--- config.mk ---
export PLATFORM = sky130hd
export DESIGN_NAME = pipe_stage_reg
export DESIGN_NICKNAME = d
export VERILOG_FILES = /design/src/rtl/pipe_stage_reg.sv
export SDC_FILE = /design/constraint.sdc
export NUM_CORES = 1
export LEC_CHECK = 0
export CAP_MARGIN = 40
export CORE_MARGIN = 2
export CORE_UTILIZATION = 38
export DETAILED_ROUTE_END_ITERATION = 6
export PLACE_DENSITY_LB_ADDON = 0.15
export SLEW_MARGIN = 15
export SYNTH_ARGS = -nofsm -noshare
export SYNTH_HDL_FRONTEND = slang
export SYNTH_SLANG_ARGS = --single-unit
--- constraint.sdc ---
create_clock -name clk -period 1.55 [get_ports clk]
set_input_delay 0.2325 -clock clk [delete_from_list [all_inputs] [get_ports clk]]
set_output_delay 0.2325 -clock clk [all_outputs]
set_load 0.1 [all_outputs]
--- src/rtl/pipe_stage_reg.sv ---
// pipe_stage_reg
// ---------------------------------------------------------------------------
// One register slot between two processor pipeline stages. It carries the
// instruction word, PC, branch-delay flag, merged exception code, a Tnew
// countdown and a generic payload. It also counts how long the slot has been
// held by consecutive stalls.
//
// Every rising edge performs exactly one action. The priority is
// reset > req > flush > stall > load:
//   reset : out_pc = RESET_PC, every other output cleared
//   req   : out_pc = HANDLER_PC, every other output cleared
//   flush : bubble; payload fields cleared, but out_pc/out_bd follow the inputs
//   stall : everything held, out_hold_cnt increments and saturates at 0xFF
//   load  : capture inputs; the older exception wins; Tnew optionally counts down
//
// Ports
//   clk, reset        clock, synchronous active-high reset
//   req, flush, stall pipeline control (exception request, bubble, hold)
//   in_valid, in_instr, in_pc, in_bd, in_exc, in_exc_new, in_tnew, in_payload
//                     upstream slot contents
//   out_valid, out_instr, out_pc, out_bd, out_exc, out_tnew, out_payload
//                     registered slot contents
//   out_hold_cnt      consecutive stall cycles, saturating at 0xFF
//
// Every output comes straight from a flop, so no input reaches an output
// combinationally.
// ---------------------------------------------------------------------------
module pipe_stage_reg #(
    parameter int          DATA_W     = 32,
    parameter int          TNEW_W     = 4,
    parameter int          TNEW_DEC   = 1,
    parameter logic [31:0] RESET_PC   = 32'h0000_3000,
    parameter logic [31:0] HANDLER_PC = 32'h0000_4180
) (
    input  logic              clk,
    input  logic              reset,
    input  logic              req,
    input  logic              flush,
    input  logic              stall,
    input  logic              in_valid,
    input  logic [31:0]       in_instr,
    input  logic [31:0]       in_pc,
    input  logic              in_bd,
    input  logic [4:0]        in_exc,
    input  logic [4:0]        in_exc_new,
    input  logic [TNEW_W-1:0] in_tnew,
    input  logic [DATA_W-1:0] in_payload,
    output logic              out_valid,
    output logic [31:0]       out_instr,
    output logic [31:0]       out_pc,
    output logic              out_bd,
    output logic [4:0]        out_exc,
    output logic [TNEW_W-1:0] out_tnew,
    output logic [DATA_W-1:0] out_payload,
    output logic [7:0]        out_hold_cnt
);

    // Tnew on load: count down toward 0 and never wrap, or pass through
    // unchanged when the stage does not consume a cycle of latency.
    function automatic logic [TNEW_W-1:0] tnew_on_load(input logic [TNEW_W-1:0] t);
        if (TNEW_DEC == 0) begin
            return t;
        end else if (t == '0) begin
            return '0;
        end else begin
            return t - TNEW_W'(1);
        end
    endfunction

    // The stall counter saturates, so a very long stall still reads as "long".
    function automatic logic [7:0] hold_sat_inc(input logic [7:0] c);
        return (c == 8'hFF) ? 8'hFF : c + 8'd1;
    endfunction

    // An exception raised in an earlier stage is older than one detected
    // upstream this cycle, so it takes precedence.
    function automatic logic [4:0] exc_merge(input logic [4:0] older, input logic [4:0] newer);
        return (older != 5'd0) ? older : newer;
    endfunction

    logic              valid_q,   valid_d;
    logic [31:0]       instr_q,   instr_d;
    logic [31:0]       pc_q,      pc_d;
    logic              bd_q,      bd_d;
    logic [4:0]        exc_q,     exc_d;
    logic [TNEW_W-1:0] tnew_q,    tnew_d;
    logic [DATA_W-1:0] payload_q, payload_d;
    logic [7:0]        hold_q,    hold_d;

    always_comb begin
        // Default to holding, which is also the stall behaviour.
        valid_d   = valid_q;
        instr_d   = instr_q;
        pc_d      = pc_q;
        bd_d      = bd_q;
        exc_d     = exc_q;
        tnew_d    = tnew_q;
        payload_d = payload_q;
        hold_d    = hold_q;

        if (reset) begin
            valid_d   = 1'b0;
            instr_d   = '0;
            pc_d      = RESET_PC;
            bd_d      = 1'b0;
            exc_d     = '0;
            tnew_d    = '0;
            payload_d = '0;
            hold_d    = '0;
        end else if (req) begin
            valid_d   = 1'b0;
            instr_d   = '0;
            pc_d      = HANDLER_PC;
            bd_d      = 1'b0;
            exc_d     = '0;
            tnew_d    = '0;
            payload_d = '0;
            hold_d    = '0;
        end else if (flush) begin
            // The bubble keeps PC/BD so that an exception taken on it
            // still reports a meaningful EPC.
            valid_d   = 1'b0;
            instr_d   = '0;
            pc_d      = in_pc;
            bd_d      = in_bd;
            exc_d     = '0;
            tnew_d    = '0;
            payload_d = '0;
            hold_d    = '0;
        end else if (stall) begin
            hold_d    = hold_sat_inc(hold_q);
        end else begin
            valid_d   = in_valid;
            instr_d   = in_instr;
            pc_d      = in_pc;
            bd_d      = in_bd;
            exc_d     = exc_merge(in_exc, in_exc_new);
            tnew_d    = tnew_on_load(in_tnew);
            payload_d = in_payload;
            hold_d    = '0;
        end
    end

    // Stage boundary: upstream slot -> registered slot
    always_ff @(posedge clk) begin
        valid_q   <= valid_d;
        instr_q   <= instr_d;
        pc_q      <= pc_d;
        bd_q      <= bd_d;
        exc_q     <= exc_d;
        tnew_q    <= tnew_d;
        payload_q <= payload_d;
        hold_q    <= hold_d;
    end

    assign out_valid    = valid_q;
    assign out_instr    = instr_q;
    assign out_pc       = pc_q;
    assign out_bd       = bd_q;
    assign out_exc      = exc_q;
    assign out_tnew     = tnew_q;
    assign out_payload  = payload_q;
    assign out_hold_cnt = hold_q;

endmodule
-- Word level (Yosys, flattened, before mapping)
Index checks and enable logic that the tools add are counted.
- add/subtract/negate cells: 2
- equality and inequality tests: 3
- muxes and demuxes: 8
- bitwise logic cells: 1
- reduce and logical (&&, ||, !) cells: 5
- operators with widths (cell ; number):
    32-bit two-way mux ; 2
    15-bit two-way mux ; 1
    8-bit by 1-bit adder with 8-bit output, second input constant ; 1
    8-bit == test, second input constant ; 1
    8-bit two-way mux ; 1
    5-bit two-way mux ; 1
    5-bit nonzero test ; 1
    4-bit zero test ; 1
    4-bit two-way mux ; 1
    4-bit OR reduction ; 1
    4-bit by 1-bit subtractor with 4-bit output, second input constant ; 1
    3-bit inequality test, second input constant ; 1
    3-bit OR reduction ; 1
    1-bit two-way mux ; 2
    2-bit inequality test, second input constant ; 1
    2-bit OR reduction ; 1
    1-bit NOT ; 1
- flip-flop bits (word level): 115
- input port bits: 117
- word-level logic and storage cells: 28

-- Depth between registers and ports, before layout
Gate-level depths: netlist (run 1).
- word-level depth: 3
- gate-level depth with buffers: 6
- gate-level depth less buffers: 4

-- Worst setup path after synthesis (run 1)
OpenSTA, ideal clock, no wires.
- path type: register -> register
- start point: register hold_q[0], in the netlist out_hold_cnt[0]
- end point: register hold_q[0], in the netlist out_hold_cnt[0]
- library setup time: 0.076 ns
- arrival time: 1.954 ns
- setup slack: -0.480 ns
- stages on the path, launching flop included: 5
- path buffers: 0
- clock period less this slack: 2.030 ns
- path through: dfxtp_1 -> ha_1 -> nand4_1 -> or2_2 -> a21oi_1
- longest elaborated chain between the ends: 2
- elaborated cells between the ends (all ways): 3
- RTL lines (what ; RTL line ; RTL):
    start, declared ; 88 ; logic [7:0] hold_q, hold_d;
    start signal, assigned ; 153 ; hold_q <= hold_d;
    8-bit by 1-bit adder with 8-bit output or 8-bit == test (tied branches) ; 72 ; return (c == 8'hFF) ? 8'hFF : c + 8'd1;
    8-bit two-way mux (*) ; 72 ;
Mark *: on every way between the ends. The rest lies on a longest branch, timed or not.
A chain may end at the register's enable or synchronous reset.

-- Worst setup path after layout (run 1)
- start point: register hold_q[3], in the netlist out_hold_cnt[3]
- end point: output out_hold_cnt[3]
- RTL lines (what ; RTL line ; RTL):
    end, declared ; 55 ; output logic [7:0] out_hold_cnt
No word-level cell between the ends.

==> key figures, run 1 <==
Clock network
  – Postcts setup bufs: 0
  – H-tree Lvls: 4
  – CTS tree: done
  – CTS max path bufs: 2
  – Clock slew at reported path FFs: 0.06 ns
  – Clock Sink Count: 115
  – Skew-Pair Late Insertion Delay: about 0.52 ns
  – Num CTS Buffers: 17
  – Cts repair resizes: 0
  – CTS hold repair buffers: 0
  – Root Driver: clkbuf_8

Routing
  – 1st-pass router iterations: 4
  – Post-DR vias/cell: 4.918
  – Via count: 4,126
  – Final WL: 13.77 mm
  – Routed Antenna Nets: 0
  – Routed length per instance: 16.41 microns
  – Iter 0 DRT Violations: 190
  – # DRC: 0

Logic synthesis
  – Mapped Cells: 438
  – Synthesized area per cell: 9.467 sq um
  – #FFs+latches synth: 115
  – Post-synthesis xor/xnor area fraction: less than 1%
  – Post-synth top area share: 55.52%
  – Yosys cell types: 33
  – Mux share of post-synthesis cell area: 16.17%
  – Mapped Area: 4146 sq um
  – Ranking of synthesized cells by area: dfxtp_1 56%, mux2i_1 16%, nor2_1 6.4%
  – Async set-reset flop share out of synthesis: 0%
  – Net Count, Synth: roughly 560
  – Compound-gate portion of the synthesized area: 7.483%
  – Post-synth EDFFs: 0
  – Adder-cell share of the synthesized area: 0.3018%
  – Post-Synth Simple-Gate Area: 16.54%
  – Top_reg_cell synth: dfxtp_1
  – Yosys warns: 0
  – Largest family of logic cells by synthesized area: simple AND/OR/NAND/NOR gates
  – Seq/Total Area, Yosys: a little under three fifths
  – Synth area leader: dfxtp_1

Critical path
  – CP endpoint kind: output pin
  – Cell breakdown of the critical path: buf_12
  – Flop-to-flop setup slack: 0.18 ns
  – Kind of critical path: reg2out
  – Arrival time at the worst endpoint: 1.14 ns
  – Critical path origin: out_hold_cnt[3]
  – Startpoint types: register
  – WP data required: 1.32 ns
  – Reg2Reg Depth: 4
  – CP bufs+invs: 1
  – Max incr delay on CP: around 0.42 ns
  – Cell family with most CP delay: flip-flops
  – CP max FO: 6
  – RR Startpoint: out_hold_cnt[0]
  – FF-to-FF End: out_hold_cnt[1]
  – CP max stage cell: dfxtp_2

Power
  – Total leakage power: 3.517 nW
  – PD cells: just under 1000 nW/um^2
  – Final Power: between 8 and 9 mW
  – Max IR drop VDD: 0.0007057 V

Job
  – Max cap viols: 0

Placed design
  – Placed instance area: 7968 sq um
  – HPWL Detailed: 10.60 mm
  – Routability cong.: 0.7434
  – PortBufs: 231
  – Post-place setup slack: -0.2356 ns

Floorplanning
  – Core ar.: 10,750 sq um
  – Row cnt: 38
  – Die area: 11,760 sq um
  – Chip width: 108.5 microns
  – Io pins: roughly 230
  – Initial Utilization: 38.59%
  – Die Ht: about 110 microns

Worst hold path
  – Endpoint with the worst hold slack: out_hold_cnt[5]
  – Hold Startpoint: stall
  – Hold Crit Class: in2reg
  – Hold Path Stages: 3

GRT
  – GR Overflow Total: 0
  – Global-route wire length before repair: 21.53 mm
  – Largest net degree at the start of global routing: 43
  – Vias in the first global route: ~4,300
  – GRT Resource Usage Total: 24.12%
  – Antenna violations before repair: 0

STA
  – Fin Hold WS: 0.2015 ns
  – Worst slew pin tran: 0.3201 ns
  – Final WS setup: between 0.15 and 0.2 ns
  – Slew Limit Headroom: around 78%
  – RSZ-0062 raised after global routing: false
  – Minimum clock period: 1.373 ns
  – Achievable Freq: roughly 730 MHz
  – Clock skew: 0.002429 ns
  – Post-route clock period utilization: 88.57%
  – Final setup vio count: 0
  – Slew Limit Fails: 0
  – Final Hold Viols: 0

Final layout
  – Layout cell share with drive strength beyond 1: 26.32%
  – Most frequent cells in the layout: 122 x buf_12, 115 x clkdlybuf4s50_1, 107 x dfxtp_1, 71 x nor2_1, 67 x mux2i_1
  – Fill cells: 666
  – Syn-to-layout area delta: 106.0%
  – Layout Nets: ~800
  – Fin area: 8542 sq um
  – Most common cell after layout, fill and taps aside: buf_12
  – Inserted Diodes: 0
  – Core Util, Final: between 70% and 80%

Run status
  – Status: complete, no violations
==> cell usage after synthesis (all sizes together), types with 3 or more instances <==
library cell and n:
nand3 4, or3 4, nor2 71, a31oi 6, dfxtp 115, o21ai 3
a21oi 35, mux2i 67, buf 11, o21bai 3, clkbuf 17, inv 6
nand2 66, a311oi 4, nor3 6
==> through the flow <==
stage                     std cells  setup TNS [ns]
after global placement          807          -10.01
after floorplan                 438               0
after CTS                       839               0
after global routing            839               0
final                           839               0
after detailed placement        807          -13.49
==> power by group <==
part	switching, mW	total, mW	internal [mW]
registers	0.0815	3.11	3.03
logic	0.845	1.55	0.707
clock network	1.33	3.80	2.47
==> cell families after synthesis <==
kind of cell	Yosys count
and+or+nand+nor	164
DFF	115
muxes	67
AOI/OAI and AO/OA	54
buffers and inverters	34
xor gates and xnor gates	3
adders and majority gates	1
==> worst max-delay path by stage <==
stage | cells past startpoint | endpoint | slack, ns
detailed placement | 4 | out_hold_cnt[4] | -0.24
global placement | 5 | out_payload[25] | -0.18
CTS | 1 | out_payload[11] | 0.15
finish | 1 | out_hold_cnt[3] | 0.18
floorplan | 4 | out_hold_cnt[0] | 0.08
global route | 4 | out_hold_cnt[1] | 0.11
==> per-layer routing <==
layer	share of wire, %	GRT usage [%]	wire, microns
met1	35	23.79	4810
met2	52	43.17	7226
met3	11	12.48	1536
met4	1.4	8.516	194
met5	0	0	0
==> flip-flops by register name, indices dropped and copies added, names as in the netlist <==
signal and count:
out_instr 32, out_payload 32, out_valid 1, out_hold_cnt 8, out_bd 1, out_tnew 4
out_exc 5, out_pc 32
==> area by class of cell <==
type                            count  area [sq um]  area share, %
Clock inverter                     11         135.1          1.582
Inverter                            6         22.52         0.2637
Multi-Input combinational cell    289          1709          20.01
Tap cell                          140         175.2          2.051
Timing Repair Buffer              257          3744          43.83
Sequential cell                   115          2317          27.13
Clock buffer                       21         439.2          5.141
Note: power is estimated with default switching activity, not from simulation.
==> run 2, diff against run 1 <==
--- a/config.mk
+++ b/config.mk
@@ -10,6 +10,7 @@
 export CORE_UTILIZATION = 38
 export DETAILED_ROUTE_END_ITERATION = 6
 export PLACE_DENSITY_LB_ADDON = 0.15
+export REMOVE_ABC_BUFFERS = 1
 export SLEW_MARGIN = 15
 export SYNTH_ARGS = -nofsm -noshare
 export SYNTH_HDL_FRONTEND = slang
==> run 2 against run 1 <==
  * Non-clock buffer count is 2 higher
  * Clock power is 6.3% higher
  * Fmax decreased by 6.3%
  * Worst hold slack better by 0.0081 ns
  * Global-route usage rose by 0.16 points
  * Largest cell class unchanged
  * Final cell count rose by 0.24%
  * Sequential cell count did not move
==> key figures, run 2 (synthesis results as in run 1) <==
Critical path
  – WP data required: 1.32 ns
  – Cell family with most CP delay: flip-flops
  – Critical Path End: out_hold_cnt[5]
  – Critical path origin: out_hold_cnt[5]
  – Startpoint types: register
  – CP max stage cell: dfxtp_1
  – RR Startpoint: out_hold_cnt[0]
  – Reg2Reg Depth: 4
  – Arrival time at the worst endpoint: approximately 1.2 ns
  – CP max FO: 7
  – Worst path depth: 1
  – Cell breakdown of the critical path: buf_12
  – CP endpoint kind: output pin
  – Kind of critical path: reg2out
  – Max incr delay on CP: 0.50 ns
  – Flop-to-flop setup slack: 0.11 ns
  – CP bufs+invs: 1
  – FF-to-FF End: out_hold_cnt[6]

Floorplanning
  – Initial Utilization: between 30 and 40%
  – Row cnt: 38
  – Core ar.: 10,750 sq um
  – Die Ht: ~110 microns
  – Chip width: 108.5 microns
  – Io pins: 232
  – Die area: between 10,000 and 15,000 sq um

Job
  – Max cap viols: 0

Final layout
  – Fill cells: 641
  – Inserted Diodes: 0
  – Syn-to-layout area delta: 107.8%
  – Core Util, Final: approximately four fifths
  – Layout cell share with drive strength beyond 1: about a quarter
  – Most common cell after layout, fill and taps aside: buf_12
  – Layout Nets: 806
  – Most frequent cells in the layout: 124 x buf_12, 115 x clkdlybuf4s50_1, 115 x dfxtp_1, 71 x nor2_1, 67 x mux2i_1

Clock network
  – CTS hold repair buffers: 0
  – Postcts setup bufs: 0
  – Cts repair resizes: 0
  – Clock Sink Count: 115
  – H-tree Lvls: 4
  – Root Driver: clkbuf_8
  – Skew-Pair Late Insertion Delay: 0.51 ns
  – Num CTS Buffers: 17
  – CTS max path bufs: 2
  – Clock slew at reported path FFs: ~0.06 ns
  – CTS tree: done

GRT
  – Met3 global-route usage: around 8.9%
  – Gr busiest metal: met2
  – GRT Resource Usage Total: 24.28%
  – Largest net degree at the start of global routing: 64
  – Antenna violations before repair: 0
  – Met2 Track Usage GR: 43.17%
  – Global-route wire length before repair: 21.63 mm
  – Vias in the first global route: 4,329
  – GR Overflow Total: 0
  – GR Util met1: ~25%

Routing
  – # DRC: 0
  – Routed length per instance: 16.61 microns
  – Iter 0 DRT Violations: ~200
  – Final WL: around 14 mm
  – Routed Antenna Nets: 0
  – 1st-pass router iterations: 5
  – Post-DR vias/cell: 4.854
  – Via count: 4,082

STA
  – Slew Limit Fails: 0
  – Minimum clock period: 1.466 ns
  – Achievable Freq: 682.3 MHz
  – Final setup vio count: 0
  – Final Hold Viols: 0
  – RSZ-0062 raised after global routing: false
  – Final TNS setup: 0 ns
  – Final WS setup: about 0.084 ns
  – Worst slew pin tran: 0.4561 ns
  – Clock skew: between 0.0006 and 0.0007 ns
  – Slew Limit Headroom: between 60% and 70%
  – Post-route clock period utilization: between 90% and 100%

Placed design
  – HPWL Detailed: a little over 10 mm
  – Routability cong.: 0.8686
  – Post-place setup slack: -0.2021 ns
  – PortBufs: 231

Run status
  – Status: complete, no violations

Power
  – PD cells: around 1000 nW/um^2
  – Max IR drop VDD: 0.0008076 V
  – Final Power: between 8 and 9 mW
  – Total leakage power: roughly 3.6 nW

Worst hold path
  – Hold Crit Class: in2reg
==> run 2: area by class of cell <==
class                           instances  area [sq um]  area share, %
Clock buffer                           19         441.7          5.126
Multi-Input combinational cell        289          1709          19.83
Inverter                                6         22.52         0.2614
Sequential cell                       115          2302          26.72
Tap cell                              140         175.2          2.033
Clock inverter                         13         182.7          2.120
Timing Repair Buffer                  259          3784          43.91
==> run 2: stage by stage <==
step	area [sq um]	hold slack (ns)	cells
finish	8617	0.2095	841
global route	8617	0.2148	841
CTS	8617	0.1898	841
detailed placement	7993	0.4804	809
global placement	7993	0.4720	809
floorplan	4030	0.3019	410
==> run 2: worst min-delay path by stage <==
stage / from / endpoint / slack (ns) / depth (start not counted)
final: stall / out_instr[4] / 0.21 / 4
after global routing: stall / out_instr[4] / 0.21 / 4
after CTS: stall / out_instr[4] / 0.19 / 4
after floorplan: reset / out_pc[14] / 0.30 / 1
after detailed placement: out_pc[11] / out_pc[11] / 0.48 / 2
after global placement: out_pc[21] / out_pc[21] / 0.47 / 2
==> run 2: per-layer routing <==
layer | routed length (microns) | vias to the layer above
met1 | 4879 | 1904
met3 | 1042 | 29
met2 | 7594 | 169
li1 | - | 1980
met5 | 0 | -
met4 | 456 | 0
==> run 2: report_power, final <==
group / internal (mW) / total (mW) / leakage (nW) / switching (mW)
Combinational: 0.711 / 1.56 / 2.32 / 0.847
Sequential: 3.04 / 3.12 / 0.935 / 0.0814
Clock: 2.69 / 4.04 / 0.296 / 1.36
Total: 6.43 / 8.72 / 3.55 / 2.29
